$ cat config.mk
export PLATFORM = sky130hd
export DESIGN_NAME = hex_display_scan_flat
export DESIGN_NICKNAME = d
export VERILOG_FILES = /design/src/rtl/hex_display_scan_pkg.sv /design/src/rtl/hex_display_scan_if.sv /design/src/rtl/clk_div_tick.sv /design/src/rtl/hex_decoder.sv /design/src/rtl/hex_display_scan.sv /design/src/flat_wrapper.sv
export SDC_FILE = /design/constraint.sdc
export NUM_CORES = 1
export LEC_CHECK = 0
export CORE_MARGIN = 3
export CORE_UTILIZATION = 35
export CTS_CLUSTER_DIAMETER = 120
export DETAILED_ROUTE_END_ITERATION = 8
export HOLD_SLACK_MARGIN = 0.15
export SYNTH_ARGS = -nofsm -noshare
export SYNTH_HDL_FRONTEND = slang
export SYNTH_HIERARCHICAL = 1
export SYNTH_SLANG_ARGS = --single-unit
$ cat constraint.sdc
create_clock -name i_clk -period 12.21 [get_ports i_clk]
set_input_delay 1.8315 -clock i_clk [delete_from_list [all_inputs] [get_ports i_clk]]
set_output_delay 1.8315 -clock i_clk [all_outputs]
set_load 0.005 [all_outputs]
$ cat src/rtl/hex_display_scan_pkg.sv
// rtl/hex_display_scan_pkg.sv - shared seven-segment constants for the display scanner
package hex_display_scan_pkg;

  // Segment vectors are ordered gfedcba: bit 0 = a ... bit 6 = g
  localparam int SEG_A = 0;
  localparam int SEG_G = 6;
  localparam int SEG_W = SEG_G - SEG_A + 1;

  localparam logic [SEG_W-1:0] SEG_BLANK_L = 7'b1111111;

  // 1 ms per digit slot and 0.5 s blink half-period at 50 MHz
  localparam int DEFAULT_SCAN_DIV  = 50000;
  localparam int DEFAULT_BLINK_DIV = 25000000;

endpackage

$ cat src/rtl/hex_display_scan_if.sv
// rtl/hex_display_scan_if.sv - load and display bus of the hex display scanner
interface hex_display_scan_if #(
  parameter int DIGITS = 6
);
  logic                  i_load;
  logic [4*DIGITS-1:0]   i_num;
  logic [DIGITS-1:0]     i_dp;
  logic [DIGITS-1:0]     i_blink;
  logic                  i_blank_lz;
  logic [6:0]            o_seg;
  logic                  o_dp;
  logic [DIGITS-1:0]     o_an;
  logic [7*DIGITS-1:0]   o_hex_flat;
  logic                  o_pending;

  modport master (
    output i_load, i_num, i_dp, i_blink, i_blank_lz,
    input  o_seg, o_dp, o_an, o_hex_flat, o_pending
  );

  modport slave (
    input  i_load, i_num, i_dp, i_blink, i_blank_lz,
    output o_seg, o_dp, o_an, o_hex_flat, o_pending
  );
endinterface

$ cat src/rtl/clk_div_tick.sv
// rtl/clk_div_tick.sv - free-running 0..DIV-1 counter with a one-cycle terminal tick
module clk_div_tick #(
  parameter int DIV = 4
) (
  input  logic i_clk,
  input  logic i_rst,
  output logic o_tick
);

  localparam int CNT_W = (DIV > 1) ? $clog2(DIV) : 1;

  logic [CNT_W-1:0] cnt_q, cnt_d;

  assign o_tick = (cnt_q == CNT_W'(DIV - 1));

  always_comb begin
    cnt_d = o_tick ? '0 : cnt_q + CNT_W'(1);
  end

  always_ff @(posedge i_clk or posedge i_rst) begin
    if (i_rst) cnt_q <= '0;
    else       cnt_q <= cnt_d;
  end

endmodule

$ cat src/rtl/hex_decoder.sv
// rtl/hex_decoder.sv - nibble to active-low gfedcba segment pattern
module hex_decoder
  import hex_display_scan_pkg::*;
(
  input  logic [3:0]       i_hex,
  output logic [SEG_W-1:0] o_seg_l
);

  always_comb begin
    o_seg_l = SEG_BLANK_L;
    case (i_hex)
      4'h0: o_seg_l = 7'b1000000;
      4'h1: o_seg_l = 7'b1111001;
      4'h2: o_seg_l = 7'b0100100;
      4'h3: o_seg_l = 7'b0110000;
      4'h4: o_seg_l = 7'b0011001;
      4'h5: o_seg_l = 7'b0010010;
      4'h6: o_seg_l = 7'b0000010;
      4'h7: o_seg_l = 7'b1111000;
      4'h8: o_seg_l = 7'b0000000;
      4'h9: o_seg_l = 7'b0010000;
      4'hA: o_seg_l = 7'b0001000;
      4'hB: o_seg_l = 7'b0000011;
      4'hC: o_seg_l = 7'b1000110;
      4'hD: o_seg_l = 7'b0100001;
      4'hE: o_seg_l = 7'b0000110;
      4'hF: o_seg_l = 7'b0001110;
      default: o_seg_l = SEG_BLANK_L;
    endcase
  end

endmodule

$ cat src/rtl/hex_display_scan.sv
// rtl/hex_display_scan.sv - multiplexed and static seven-segment driver with
// frame-synchronous load, leading-zero blanking, blink and selectable polarity
module hex_display_scan
  import hex_display_scan_pkg::*;
#(
  parameter int DIGITS     = 6,
  parameter int SCAN_DIV   = DEFAULT_SCAN_DIV,
  parameter int BLINK_DIV  = DEFAULT_BLINK_DIV,
  parameter int ACTIVE_LOW = 1
) (
  input  logic             i_clk,
  input  logic             i_rst,
  hex_display_scan_if.slave bus
);

  localparam int         IDX_W   = (DIGITS > 1) ? $clog2(DIGITS) : 1;
  localparam logic [6:0] SEG_OFF = (ACTIVE_LOW != 0) ? SEG_BLANK_L : ~SEG_BLANK_L;
  localparam logic       ON_LVL  = (ACTIVE_LOW != 0) ? 1'b0 : 1'b1;

  logic [4*DIGITS-1:0] num_pend_q, num_pend_d, num_cmt_q, num_cmt_d;
  logic [DIGITS-1:0]   dp_pend_q, dp_pend_d, dp_cmt_q, dp_cmt_d;
  logic [DIGITS-1:0]   blink_pend_q, blink_pend_d, blink_cmt_q, blink_cmt_d;
  logic                pending_q, pending_d;
  logic [IDX_W-1:0]    idx_q, idx_d;
  logic                phase_q, phase_d;
  logic                slot_tick, blink_tick, frame_end;

  logic [6:0]          seg_q, seg_d;
  logic                dp_q, dp_d;
  logic [DIGITS-1:0]   an_q, an_d;
  logic [7*DIGITS-1:0] flat_q, flat_d;

  logic [6:0]          dec_seg_l [DIGITS];
  logic                lz_run, blinked, hide;
  logic [6:0]          seg_l, seg_lvl;

  clk_div_tick #(.DIV(SCAN_DIV)) u_scan_div (
    .i_clk  (i_clk),
    .i_rst  (i_rst),
    .o_tick (slot_tick)
  );

  clk_div_tick #(.DIV(BLINK_DIV)) u_blink_div (
    .i_clk  (i_clk),
    .i_rst  (i_rst),
    .o_tick (blink_tick)
  );

  for (genvar g = 0; g < DIGITS; g++) begin : g_dec
    hex_decoder u_dec (
      .i_hex   (num_cmt_q[4*g +: 4]),
      .o_seg_l (dec_seg_l[g])
    );
  end

  assign frame_end = slot_tick && (idx_q == IDX_W'(DIGITS - 1));

  // Commit before capture so a load on the frame-end cycle keeps pending set
  always_comb begin
    num_pend_d   = num_pend_q;
    dp_pend_d    = dp_pend_q;
    blink_pend_d = blink_pend_q;
    num_cmt_d    = num_cmt_q;
    dp_cmt_d     = dp_cmt_q;
    blink_cmt_d  = blink_cmt_q;
    pending_d    = pending_q;
    if (frame_end && pending_q) begin
      num_cmt_d   = num_pend_q;
      dp_cmt_d    = dp_pend_q;
      blink_cmt_d = blink_pend_q;
      pending_d   = 1'b0;
    end
    if (bus.i_load) begin
      num_pend_d   = bus.i_num;
      dp_pend_d    = bus.i_dp;
      blink_pend_d = bus.i_blink;
      pending_d    = 1'b1;
    end
  end

  always_comb begin
    idx_d   = idx_q;
    phase_d = phase_q;
    if (slot_tick) idx_d = (idx_q == IDX_W'(DIGITS - 1)) ? '0 : idx_q + IDX_W'(1);
    if (blink_tick) phase_d = ~phase_q;
  end

  // Walk from the most significant digit so lz_run means "all higher nibbles zero"
  always_comb begin
    lz_run  = 1'b1;
    blinked = 1'b0;
    hide    = 1'b0;
    seg_l   = SEG_BLANK_L;
    seg_lvl = SEG_OFF;
    seg_d   = SEG_OFF;
    dp_d    = ~ON_LVL;
    an_d    = {DIGITS{~ON_LVL}};
    flat_d  = {DIGITS{SEG_OFF}};
    for (int k = DIGITS - 1; k >= 0; k--) begin
      lz_run  = lz_run && (num_cmt_q[4*k +: 4] == 4'd0);
      blinked = phase_q && blink_cmt_q[k];
      hide    = blinked || ((k != 0) && bus.i_blank_lz && lz_run);
      seg_l   = hide ? SEG_BLANK_L : dec_seg_l[k];
      seg_lvl = (ACTIVE_LOW != 0) ? seg_l : ~seg_l;
      flat_d[7*k +: 7] = seg_lvl;
      if (idx_q == IDX_W'(k)) begin
        an_d[k] = ON_LVL;
        seg_d   = seg_lvl;
        dp_d    = (dp_cmt_q[k] && !blinked) ? ON_LVL : ~ON_LVL;
      end
    end
  end

  always_ff @(posedge i_clk or posedge i_rst) begin
    if (i_rst) begin
      num_pend_q   <= '0;
      dp_pend_q    <= '0;
      blink_pend_q <= '0;
      num_cmt_q    <= '0;
      dp_cmt_q     <= '0;
      blink_cmt_q  <= '0;
      pending_q    <= 1'b0;
      idx_q        <= '0;
      phase_q      <= 1'b0;
      seg_q        <= SEG_OFF;
      dp_q         <= ~ON_LVL;
      an_q         <= {DIGITS{~ON_LVL}};
      flat_q       <= {DIGITS{SEG_OFF}};
    end else begin
      num_pend_q   <= num_pend_d;
      dp_pend_q    <= dp_pend_d;
      blink_pend_q <= blink_pend_d;
      num_cmt_q    <= num_cmt_d;
      dp_cmt_q     <= dp_cmt_d;
      blink_cmt_q  <= blink_cmt_d;
      pending_q    <= pending_d;
      idx_q        <= idx_d;
      phase_q      <= phase_d;
      seg_q        <= seg_d;
      dp_q         <= dp_d;
      an_q         <= an_d;
      flat_q       <= flat_d;
    end
  end

  assign bus.o_seg      = seg_q;
  assign bus.o_dp       = dp_q;
  assign bus.o_an       = an_q;
  assign bus.o_hex_flat = flat_q;
  assign bus.o_pending  = pending_q;

endmodule
$ cat src/flat_wrapper.sv
// flat-port wrapper written by rule: the top's interface ports become plain ports
module hex_display_scan_flat import hex_display_scan_pkg::*;
#(
  parameter int DIGITS     = 6,
  parameter int SCAN_DIV   = DEFAULT_SCAN_DIV,
  parameter int BLINK_DIV  = DEFAULT_BLINK_DIV,
  parameter int ACTIVE_LOW = 1
)
  (i_clk, i_rst, bus_i_load, bus_i_num, bus_i_dp, bus_i_blink, bus_i_blank_lz, bus_o_seg, bus_o_dp, bus_o_an, bus_o_hex_flat, bus_o_pending);
  hex_display_scan_if #(.DIGITS(DIGITS)) bus_i ();
  input  logic i_clk;
  input  logic i_rst;
  input wire logic [$bits(bus_i.i_load)-1:0] bus_i_load;
  input wire logic [$bits(bus_i.i_num)-1:0] bus_i_num;
  input wire logic [$bits(bus_i.i_dp)-1:0] bus_i_dp;
  input wire logic [$bits(bus_i.i_blink)-1:0] bus_i_blink;
  input wire logic [$bits(bus_i.i_blank_lz)-1:0] bus_i_blank_lz;
  output wire logic [$bits(bus_i.o_seg)-1:0] bus_o_seg;
  output wire logic [$bits(bus_i.o_dp)-1:0] bus_o_dp;
  output wire logic [$bits(bus_i.o_an)-1:0] bus_o_an;
  output wire logic [$bits(bus_i.o_hex_flat)-1:0] bus_o_hex_flat;
  output wire logic [$bits(bus_i.o_pending)-1:0] bus_o_pending;
  assign bus_i.i_load = bus_i_load;
  assign bus_i.i_num = bus_i_num;
  assign bus_i.i_dp = bus_i_dp;
  assign bus_i.i_blink = bus_i_blink;
  assign bus_i.i_blank_lz = bus_i_blank_lz;
  assign bus_o_seg = bus_i.o_seg;
  assign bus_o_dp = bus_i.o_dp;
  assign bus_o_an = bus_i.o_an;
  assign bus_o_hex_flat = bus_i.o_hex_flat;
  assign bus_o_pending = bus_i.o_pending;
  hex_display_scan #(.DIGITS(DIGITS), .SCAN_DIV(SCAN_DIV), .BLINK_DIV(BLINK_DIV), .ACTIVE_LOW(ACTIVE_LOW)) u_core (.i_clk(i_clk), .i_rst(i_rst), .bus(bus_i));
endmodule
=== After elaboration in Yosys (flattened, before gate mapping) ===
Memories as Yosys holds them, arrays and structs flattened.
Cells that the tools add are included.

* ROM bits: 672
* Memories kept: 6
* Input bits: 40
* Flip-flop bits (word level): 174

* Reduce and logical (&&, ||, !) cells: 41
* Equal/unequal tests: 7
* Mux-type cells: 35
* $add $sub $neg: 3
* Bitwise logic cells: 1

{| class="wikitable"
|+ Memory list
! name !! words !! bits a word !! read ports !! clocked after Yosys merged registers in !! wr ports !! RTL line !! RTL
|-
| (no name shown) || 16 || 7 || 1 || 0 || 0 || hex_decoder.sv:11 || <nowiki>case (i_hex)</nowiki>
|-
| (no name shown) || 16 || 7 || 1 || 0 || 0 || hex_decoder.sv:11 ||
|-
| (no name shown) || 16 || 7 || 1 || 0 || 0 || hex_decoder.sv:11 ||
|-
| (no name shown) || 16 || 7 || 1 || 0 || 0 || hex_decoder.sv:11 ||
|-
| (no name shown) || 16 || 7 || 1 || 0 || 0 || hex_decoder.sv:11 ||
|-
| (no name shown) || 16 || 7 || 1 || 0 || 0 || hex_decoder.sv:11 ||
|}

{| class="wikitable"
|+ Operator list
! cell !! number
|-
| $mux 7 || 12
|-
| $add 25x1->25 const B || 1
|-
| $eq 25x25->1 const B || 1
|-
| $mux 25 || 1
|-
| $logic_and 1x1->1 || 23
|-
| $logic_not 4->1 || 5
|-
| $mux 1 || 20
|-
| $add 16x1->16 const B || 1
|-
| $eq 16x16->1 const B || 1
|-
| $mux 16 || 1
|-
| $eq 3x2->1 const B || 2
|-
| $eq 3x3->1 const B || 2
|-
| $logic_not 1->1 || 6
|-
| $logic_or 1x1->1 || 5
|-
| $add 3x1->3 const B || 1
|-
| $eq 3x1->1 const B || 1
|-
| $logic_not 3->1 || 1
|-
| $mux 3 || 1
|-
| $reduce_bool 2->1 || 1
|-
| $not 1->1 || 1
|}

=== Longest topological paths before layout ===
* Depth after elaboration: 10
* Depth in mapped cells: 8
* Depth with buffers taken out: 8

=== Modules after synthesis ===
The synthesis kept the hierarchy.

{| class="wikitable"
|+ Modules (own cells, without submodules)
! module !! cells each !! times used !! area each (um^2)
|-
| hex_display_scan || 371 || 1 || 5255.0
|-
| hex_decoder || 32 || 6 || 275.3
|-
| clk_div_tick (u_core.u_blink_div) || 134 || 1 || 1337.5
|-
| clk_div_tick (u_core.u_scan_div) || 68 || 1 || 757.0
|}

=== Worst setup path after synthesis ===
No wires, ideal clock.

* Kind: input to register
* From: input bus_i_blank_lz
* To: register u_core.seg_q[0], in the netlist u_core/bus.o_seg[0]
* Setup slack: 8880 ps
* Arrival time: 3267 ps
* Stages: 7
* Cell sequence: or4b_4 -> buf_6 -> o41ai_4 -> buf_6 -> o21ai_1 -> o211ai_2 -> o221a_1

* Word-level cells in the longest chain between the ends: 9
* Elaborated cells between the ends (all ways): 21
* Those cells by class: mux (11); reduce/logical (10)

{| class="wikitable"
|+ Ends and longest elaborated chain
! what !! RTL line !! RTL
|-
| from (decl) || flat_wrapper.sv:17 || <nowiki>input wire logic [$bits(bus_i.i_blank_lz)-1:0] bus_i_blank_lz;</nowiki>
|-
| $logic_and 1x1->1 || hex_display_scan.sv:102 || <nowiki>hide = blinked || ((k != 0) && bus.i_blank_lz && lz_run);</nowiki>
|-
| $logic_or 1x1->1 || hex_display_scan.sv:102 ||
|-
| $mux 7 || hex_display_scan.sv:103 || <nowiki>seg_l = hide ? SEG_BLANK_L : dec_seg_l[k];</nowiki>
|-
| $mux 7 (4 in a row) || hex_display_scan.sv:106 || <nowiki>if (idx_q == IDX_W'(k)) begin</nowiki>
|-
| $mux 7 * (2 in a row) || hex_display_scan.sv:106 ||
|-
| named net u_core.seg_d[0] || hex_display_scan.sv:28 || <nowiki>logic [6:0] seg_q, seg_d;</nowiki>
|-
| to (signal assigned) || hex_display_scan.sv:139 || <nowiki>seg_q <= seg_d;</nowiki>
|-
| to (decl) || hex_display_scan.sv:28 ||
|}

Mark *: on every way through the listed nets, which the timed path passes. The rest lies on a longest branch.
A chain may end at the register's enable or synchronous reset.

=== Final worst setup path ===
* From: input bus_i_blank_lz
* To: register u_core.seg_q[4], in the netlist u_core/bus.o_seg[4]

Same word-level chain as after synthesis.

==> flow_summary.yaml <==
timing:
  max_slew_margin_pct: 30.8
  fmax_ghz: 0.270
  rsz0062_at_grt: "false"
  min_period_ns: 3.71
  finalSetupViolCount: 0
  tns_ns: 0
  drv_slew: 0
  skew_ns: 0.00985
  worst_pin_slew_ns: 1.04
  final-hold-violation-count: 0
  period_share_pct: 30.4
synthesis:
  avgSynthCellArea_um2: 11.8
  synth_edf_count: 0
  ys.flop_type: "dfrtp_1"
  syn-num-nets: 850
  netlist-cell-type-count: 64
  netlist_instances: 765
  async_flop_share_pct: 100
  syn_area_um2: 9000
  yosys_warnings: 6
  ys_ff_latch: 174
  ys_seq_area_share_pct: 49.2
clock_network:
  post-cts-setup-buffers: 0
  h-tree-depth: 4
  ctsRootBufferMaster: "clkbuf_16"
  cts_sinks: 174
  cts_resized: 0
  clk_pin_slew_worst_paths_ns: 0.07
  clk_latency_ns: 0.43
  clk_path_buf_depth: 2
  postCtsHoldBufs: 0
  cts_tree: "built"
  cts_buffers: 17
final_layout:
  layout-drive-gt1-share_pct: 23.0
  diodes: 0
  fill_cells: 2368
  layout_common_cells: "118 x dfrtp_1, 95 x clkdlybuf4s50_1, 67 x mux2_2"
  nets: 938
  ff_latch_area_um2: 4420
  multi_input_area_um2: 4280
  fin_util_pct: 42.7
  area_delta_synth_final_pct: 19.8
  final_common_cell: "dfrtp_1"
drt:
  drc_errors: 0
  drtIter0Drc: 332
  wl_per_cell_um: 16.6
  routed_wl_mm: 19.9
  via_count: 6074
  dr.pass1.iters: 5
  via_per_inst: 5.08
  antenna_left: 0
power:
  ir_drop_uv: 75.8
  pwr_density_cell_nw_per_um2: 111
  p_leak_nw: 4.53
floorplan:
  die_area_um2: 27700
  die_h_um: 166
  core_um2: 25300
  pin_count: 97
  die_w_um: 166
  start_util_pct: 35.6
  rows: 58
worst_setup_path:
  startpoint_type: "input pin"
  rr_endpoint: "u_core/num_cmt_q[10]"
  crit_path_end: "u_core/bus.o_seg[4]"
  worstPathRequired_ns: 12.57
  r2r_cells: 4
  timing.rr.start: "u_core/u_scan_div/cnt_q[4]"
  worstPathMaxFanout: 14
  worstPathArrival_ns: 4.07
  crit_type: "in -> reg"
  rrSetupSlack_ns: 8.73
  endpoint_kind: "register"
  startpoint: "bus_i_blank_lz"
grt:
  grt_pass1_vias: 5844
  grt_first_pass_wirelength_mm: 32.2
  antenna_found_initial: 0
  overflow: 0
  grt_max_degree: 82
  grt_usage_pct: 14.4
min_path:
  holdPathStages: 1
  min_path_type: "reg -> reg"
outcome:
  status: "completed"
job:
  drv_cap: 0
place:
  hpwl_mm: 14.7
  port_buffers: 96
  gp_congestion: 0.874
[per-layer routing]
metal / vias up / global-route usage, % / routed length, um
li1: 2904 / - / -
met1: 3033 / 20.2 / 9470
met2: 119 / 23.0 / 9270
met3: 18 / 2.69 / 773
met4: 0 / 4.05 / 350
met5: - / 0 / 0
[where the power goes]
part	total, mW	leakage [nW]	internal (mW)	switching (mW)
registers	0.606	2.12	0.598	0.00823
clock network	0.533	0.280	0.297	0.235
logic	0.0587	2.13	0.0333	0.0254
[worst min path at each step]
stage | slack (ns) | startpoint | endpoint
after floorplan | 0.45 | u_core/blink_pend_q[0] | u_core/blink_cmt_q[0]
after global placement | 0.47 | u_core/num_pend_q[10] | u_core/num_cmt_q[10]
after detailed placement | 0.47 | u_core/num_pend_q[6] | u_core/num_cmt_q[6]
after CTS | 0.49 | u_core/num_pend_q[6] | u_core/num_cmt_q[6]
after global routing | 0.51 | u_core/num_pend_q[10] | u_core/num_cmt_q[10]
final | 0.48 | u_core/num_pend_q[6] | u_core/num_cmt_q[6]
[critical path, cell delays in order]
cell and delay, ns:
clkdlybuf4s50_1 0.45, or4b_4 0.53, o41ai_4 0.68, o21ai_0 0.23
o211ai_1 0.15, o221a_1 0.20
[Yosys cell counts (10+ instances only)]
master,instances,area [um2]
mux2_2,67,754
nand3_1,16,80.1
nor3_1,10,50.1
or2_2,15,93.8
or2_1,21,131
inv_1,28,105
nand4_1,16,100
a22o_1,12,105
dfrtp_1,118,2950
buf_2,12,60.1
o21ai_0,31,155
a21oi_1,13,65.1
ha_1,45,563
nand2_1,47,176
nand2b_1,16,100
nor2_1,53,199
dfstp_2,56,1470
mux2i_1,25,250
xor2_1,13,114
mux2_1,13,146
xnor2_1,14,123
[state kept, by name (all words and copies together) (netlist names)]
name / cells
u_core/blink_cmt_q: 6
u_core/blink_pend_q: 6
u_core/bus.o_an: 6
u_core/bus.o_dp: 1
u_core/bus.o_hex_flat: 42
u_core/bus.o_pending: 1
u_core/bus.o_seg: 7
u_core/dp_cmt_q: 6
u_core/dp_pend_q: 6
u_core/idx_q: 3
u_core/num_cmt_q: 24
u_core/num_pend_q: 24
u_core/phase_q: 1
u_core/u_blink_div/cnt_q: 25
u_core/u_scan_div/cnt_q: 16
[logic make-up (layout without fill, tap and decap cells)]
kind of cell / Yosys count / count (layout) / share of synthesized area (%)
AND/OR/NAND/NOR: 255 / 255 / 16.4
flip-flops: 174 / 174 / 49.2
multiplexers: 111 / 111 / 14.5
AO/OA/AOI/OAI: 95 / 95 / 7.73
buffers and inverters: 58 / 159 / 3.34
adder cells (fa/ha/maj): 45 / 45 / 6.26
XOR/XNOR: 27 / 27 / 2.63
[layout make-up]
type / instances / area share (%)
sequential: 174 / 41.0
clock inverter: 12 / 1.17
clock buffer: 20 / 4.23
tap: 330 / 3.83
multi-input combinational: 533 / 39.7
inverter: 29 / 1.03
timing repair buffer: 98 / 9.00
[per-stage QoR]
step	instance area [um2]	power, mW	worst slack, ns	hold WS, ns	instances
floorplan	9000	0.643	6.92	0.454	765
global placement	10200	0.677	8.15	0.466	1164
detailed placement	10200	0.677	8.15	0.471	1164
CTS	10800	1.22	8.55	0.485	1196
global route	10800	1.25	8.42	0.507	1196
finish	10800	1.20	8.50	0.483	1196
Note: power is estimated with default switching activity, not from simulation.
==> variant 1, RTL diff (same flow settings) <==
`DIGITS` is set to 6 in 3 places; all go to 3.
--- a/src/rtl/hex_display_scan_if.sv
+++ b/src/rtl/hex_display_scan_if.sv
@@ -2,3 +2,3 @@
 interface hex_display_scan_if #(
-  parameter int DIGITS = 6
+  parameter int DIGITS = 3
 );
--- a/src/rtl/hex_display_scan.sv
+++ b/src/rtl/hex_display_scan.sv
@@ -5,3 +5,3 @@
 #(
-  parameter int DIGITS     = 6,
+  parameter int DIGITS     = 3,
   parameter int SCAN_DIV   = DEFAULT_SCAN_DIV,
--- a/src/flat_wrapper.sv
+++ b/src/flat_wrapper.sv
@@ -3,3 +3,3 @@
 #(
-  parameter int DIGITS     = 6,
+  parameter int DIGITS     = 3,
   parameter int SCAN_DIV   = DEFAULT_SCAN_DIV,
Ports: changed (5 resized); port bits go from 97 to 55. The function was not compared with the original's and may differ.
==> variant 1 against the unedited design <==
Sequential cell count down 61. Total power decreased by 18%. Design area shrank 35%. Synthesized cell count fell by 38%. Wire length fell by 43%. Die area down 36%. Worst setup slack better by 0.32 ns. Synthesized area decreased by 37%. Critical endpoint is now u_core/bus.o_seg[2]. Highest routed layer unchanged.
==> variant 1: results (changes against the unedited design) <==
* CP max FO at 11 (-3)
* Largest net degree at the start of global routing at 73 (-11%)
* Dpl cells at 726 (-38%)
* Asr flop ratio synth at 100% (unchanged)
* Final non-filler cell total at 758 (-37%)
* Final Wtd Congestion at 0.854 (-2.3%)
* Critical path endpoint: u_core/bus.o_seg[2]
* Initial DRT Pass Iterations at 6 (+1)
* Sequential fraction of the synthesis area at 50.7% (+1.5 points)
* # setup viols final at 0 (unchanged)
* Most flop-heavy register: u_core/u_blink_div/cnt_q
* CP startpoint: bus_i_blank_lz
* Worst Hold End: u_core/u_blink_div/cnt_q[0]
* Worst-Margin Slew at 1.04 ns (+0.00742 ns)
* Min Hold Slack at 0.486 ns (+0.00225 ns)
* Commonest cells post-synth: dfrtp_1, mux2_2, nor2_1, dfstp_2, nand2_1
* H-tree depth at 4 (unchanged)
* Warnings from Yosys at 6 (unchanged)
* CP max stage delay at 0.51 ns (-0.17 ns)
* Synth Instances at 474 (-38%)
* Post-CTS setup buffers at 0 (unchanged)
* TritonCTS buffer count at 17 (unchanged)
* Clock Pin Slew Worst Setup and Hold Paths at 0.05 ns (-0.02 ns)
* Maximum clock frequency at 0.295 GHz (+9.3%)
* Vias in the first global route at 3816 (-35%)
* Synth Net Count at 519 (-39%)
* Final net count at 579 (-38%)
* Largest cells by area after synthesis: dfrtp_1, dfstp_2, mux2_2, ha_1, mux2i_1
* Peak VDD IR at 0.000102 V (+35%)
* Proportion of layout cells with a drive suffix above 1 at 26.5% (+3.5 points)
* Clock Tree Buf Depth at 2 (unchanged)
* DRT iter0 DRCs at 204 (-39%)
* HP Start: u_core/u_blink_div/cnt_q[0]
* Initial antenna violation count at 0 (unchanged)
* Placed cell area at 6380 um^2 (-37%)
* Worst R2R Start: u_core/u_scan_div/cnt_q[4]
* Int Power at 797 uW (-14%)
* Post_cts resized at 0 (unchanged)
* Total GRT Usage at 13.5% (-0.96 points)
* Clk_skew at 0.00915 ns (-0.000699 ns)
* R2r setup slk at 9.76 ns (+1.03 ns)
* Status: finished, final reports clean
* Pleak at 3.00 nW (-34%)
* WP data arrival at 3.74 ns (-0.33 ns)
* Top FF cell, synth: dfrtp_1
* Top Family by Delay on Critical Path: simple AND/OR/NAND/NOR gates
* Post-synthesis cell type count at 57 (-11%)
* DP HPWL at 8260 um (-44%)
* Hold path depth at 1 (unchanged)
* DR vias/cell at 5.03 (-1.1%)
* WL final at 11400 um (-43%)
* Worst-skew pair later-pin latency at 0.41 ns (-0.02 ns)
* Number of flip-flops in the largest register at 25 (-40%)
* HP Class: reg2reg
* Port bufs at 54 (-44%)
* Crit-path slowest cell: or4b_4
* Global-route wire length before repair at 19100 um (-41%)
* Post-Place Setup Slack at 8.34 ns (+0.196 ns)
* FF-to-FF End: u_core/dp_cmt_q[0]
* Antenna cell count at 0 (unchanged)
## variant 1: changes by cell type in the layout (fill, tap and decap cells not counted), moves of 13 or more
cell and change:
ha_1 -22, mux2_1 -13, clkdlybuf4s50_1 -41, o21ai_0 -19, or2_1 -21, nor2_1 -19, dfstp_2 -24, dfrtp_1 -37
nand2_1 -22, mux2_2 -24
## variant 1: cell type report
| type | instances | area (um^2) |
|---|---|---|
| flip-flops and latches | 113 | 2870 |
| fillers | 1425 | 8430 |
| inverters | 17 | 63.8 |
| well taps | 211 | 264 |
| multi-input cells | 329 | 2630 |
| repair buffers | 56 | 556 |
| clock buffers | 20 | 467 |
| clock inverters | 12 | 209 |
## variant 1: power by group through the flow
stage	Sequential [mW]	Combinational [mW]	Clock [mW]
after floorplan	0.393	0.0158	0
after global placement	0.394	0.0306	0
after detailed placement	0.394	0.0316	0
after CTS	0.389	0.0316	0.572
after global routing	0.389	0.0340	0.588
final	0.388	0.0304	0.558
## variant 1: layer usage
metal  track usage [%]  vias to the layer above  part of all wire (%)
met2              21.9                       74                    49
met1              16.4                     1888                    44
met5                 0                        -                     0
met3              4.95                       21                   5.0
met4              5.03                        0                   1.5
li1                  -                     1826                     -
## variant 1: kinds of logic (layout without fill, tap and decap cells)
| group | Yosys count | after routing | synth area share, % |
|---|---|---|---|
| AOI/OAI and AO/OA | 52 | 52 | 6.94 |
| buffers and inverters | 32 | 105 | 2.81 |
| xor gates and xnor gates | 26 | 26 | 4.02 |
| adders and majority gates | 23 | 23 | 5.09 |
| DFF | 113 | 113 | 50.7 |
| muxes | 60 | 60 | 12.4 |
| and+or+nand+nor | 168 | 168 | 18.0 |
==> variant 2, RTL diff (same flow settings) <==
Made on the original files. Reset style: synchronous (`i_rst`), changed in 2 clocked blocks.
--- a/src/rtl/clk_div_tick.sv
+++ b/src/rtl/clk_div_tick.sv
@@ -19,3 +19,3 @@
 
-  always_ff @(posedge i_clk or posedge i_rst) begin
+  always_ff @(posedge i_clk) begin
     if (i_rst) cnt_q <= '0;
--- a/src/rtl/hex_display_scan.sv
+++ b/src/rtl/hex_display_scan.sv
@@ -113,3 +113,3 @@
 
-  always_ff @(posedge i_clk or posedge i_rst) begin
+  always_ff @(posedge i_clk) begin
     if (i_rst) begin
Function: differs if i_rst is asserted again (counterexample within 4 cycles, from zero or initial values and one cycle with i_rst high); with i_rst held inactive, the same outputs for 10 cycles.
==> variant 2 against the unedited design <==
Core utilization rose by 0.19 points. Highest routed layer unchanged. Via count rose by 10%. Wire length decreased by 0.19%. Largest power group unchanged. Critical endpoint is now u_core/bus.o_seg[2]. Global-route usage rose by 0.63 points. Worst setup slack better by 0.51 ns. Sequential cell count unchanged. Synthesized area decreased by 4.8%. Combinational power up 15%. Design area is 5.5% lower. Total power rose by 0.52%. Non-clock buffer count rose by 2. First-iteration DRC count grew 6.3%.
==> variant 2: results (changes against the unedited design) <==
* Asr flop ratio synth at 0% (-100 points)
* Final non-filler cell total at 1342 (+12%)
* Vias in the first global route at 6172 (+5.6%)
* P_sw at 276 uW (+2.5%)
* Post-Place Setup Slack at 8.63 ns (+0.487 ns)
* Met3 usage at 3.03% (+0.34 points)
* Clock Pin Slew Worst Setup and Hold Paths at 0.07 ns (about the same)
* Detail Route met3 WL at 936 um (+21%)
* Clk_skew at 0.00959 ns (-0.000252 ns)
* Fillcell total at 2341 (-1.1%)
* Hold path depth at 2 (+1)
* Crit-path slowest cell: clkdlybuf4s50_1
* CP max FO at 12 (-2)
* CP max stage delay at 0.51 ns (-0.17 ns)
* Top FF cell, synth: dfxtp_1
* Flop pwr share at 49.2% (-1.4 points)
* Min Hold Slack at 0.455 ns (-0.0281 ns)
* Peak VDD IR at 0.0000846 V (+12%)
* Synth Net Count at 1029 (+21%)
* Sequential fraction of the synthesis area at 40.6% (-8.5 points)
* Placed cell area at 9600 um^2 (-5.9%)
* Number of flip-flops in the largest register at 42 (unchanged)
* WL met1 at 9990 um (+5.5%)
* Synth Instances at 944 (+23%)
* Critical path endpoint: u_core/bus.o_seg[2]
* Routing usage on met2 at 22.5% (-0.43 points)
* HP Start: u_core/num_pend_q[3]
* Worst reg-to-reg path cell count at 6 (+2)
* Worst Hold End: u_core/num_cmt_q[3]
* Power Combinational at 67.3 uW (+15%)
* Worst R2R Start: u_core/u_blink_div/cnt_q[0]
* WL final at 19800 um (-0.19%)
* Pleak at 3.73 nW (-18%)
* Largest net degree at the start of global routing at 88 (+7.3%)
* DRT iter0 DRCs at 353 (+6.3%)
* DR vias/cell at 4.99 (-1.7%)
* Clock power share at 45.2% (+0.7 points)
* Proportion of layout cells with a drive suffix above 1 at 9.58% (-13 points)
* Status: finished, final reports clean
* Initial antenna violation count at 0 (unchanged)
* WP data arrival at 3.55 ns (-0.52 ns)
* Post-synthesis cell type count at 66 (+3.1%)
* TritonCTS buffer count at 17 (unchanged)
* Commonest cells post-synth: dfxtp_1, nor2_1, nand2_1, a21oi_1, mux2i_1
* Worst rel slew slack at 44.7% (+14 points)
* R2r setup slk at 9.66 ns (+0.93 ns)
* FF-to-FF End: u_core/u_blink_div/cnt_q[19]
* Post-CTS setup buffers at 0 (unchanged)
* Total GRT Usage at 15.0% (+0.63 points)
* Final worst path period share at 26.2% (-4.2 points)
* DP HPWL at 14300 um (-2.5%)
* Global-route wire length before repair at 32200 um (-0.24%)
* WL met2 at 8560 um (-7.7%)
* Final net count at 1095 (+17%)
* Largest cells by area after synthesis: dfxtp_1, mux2i_1, ha_1, nor2_1, nand2_1
* Final Wtd Congestion at 0.818 (-6.3%)
* M1 GR Usage at 21.7% (+1.5 points)
-- variant 2: logic make-up (layout without fill, tap and decap cells) --
family / after synthesis / count (layout) / share of synthesized area, %
AO/OA/AOI/OAI: 145 / 145 / 11.3
XOR/XNOR: 30 / 30 / 3.07
adder cells (fa/ha/maj): 45 / 45 / 6.57
buffers and inverters: 80 / 159 / 5.39
flip-flops: 174 / 174 / 40.6
multiplexers: 73 / 73 / 9.75
AND/OR/NAND/NOR: 397 / 397 / 23.3
-- variant 2: final cells by class --
type                    count  area (um^2)  area share (%)
clock buffers              18          429            4.21
clock inverters            14          156            1.54
inverters                  27          109            1.07
multi-input cells         690         4630            45.4
flip-flops and latches    174         3480            34.2
well taps                 319          399            3.92
repair buffers            100          983            9.65
-- variant 2: critical path: cells and delay by family --
family	cells	cell delay [ns]
AO/OA/AOI/OAI	3	0.82
buffers and inverters	1	0.51
AND/OR/NAND/NOR	1	0.38
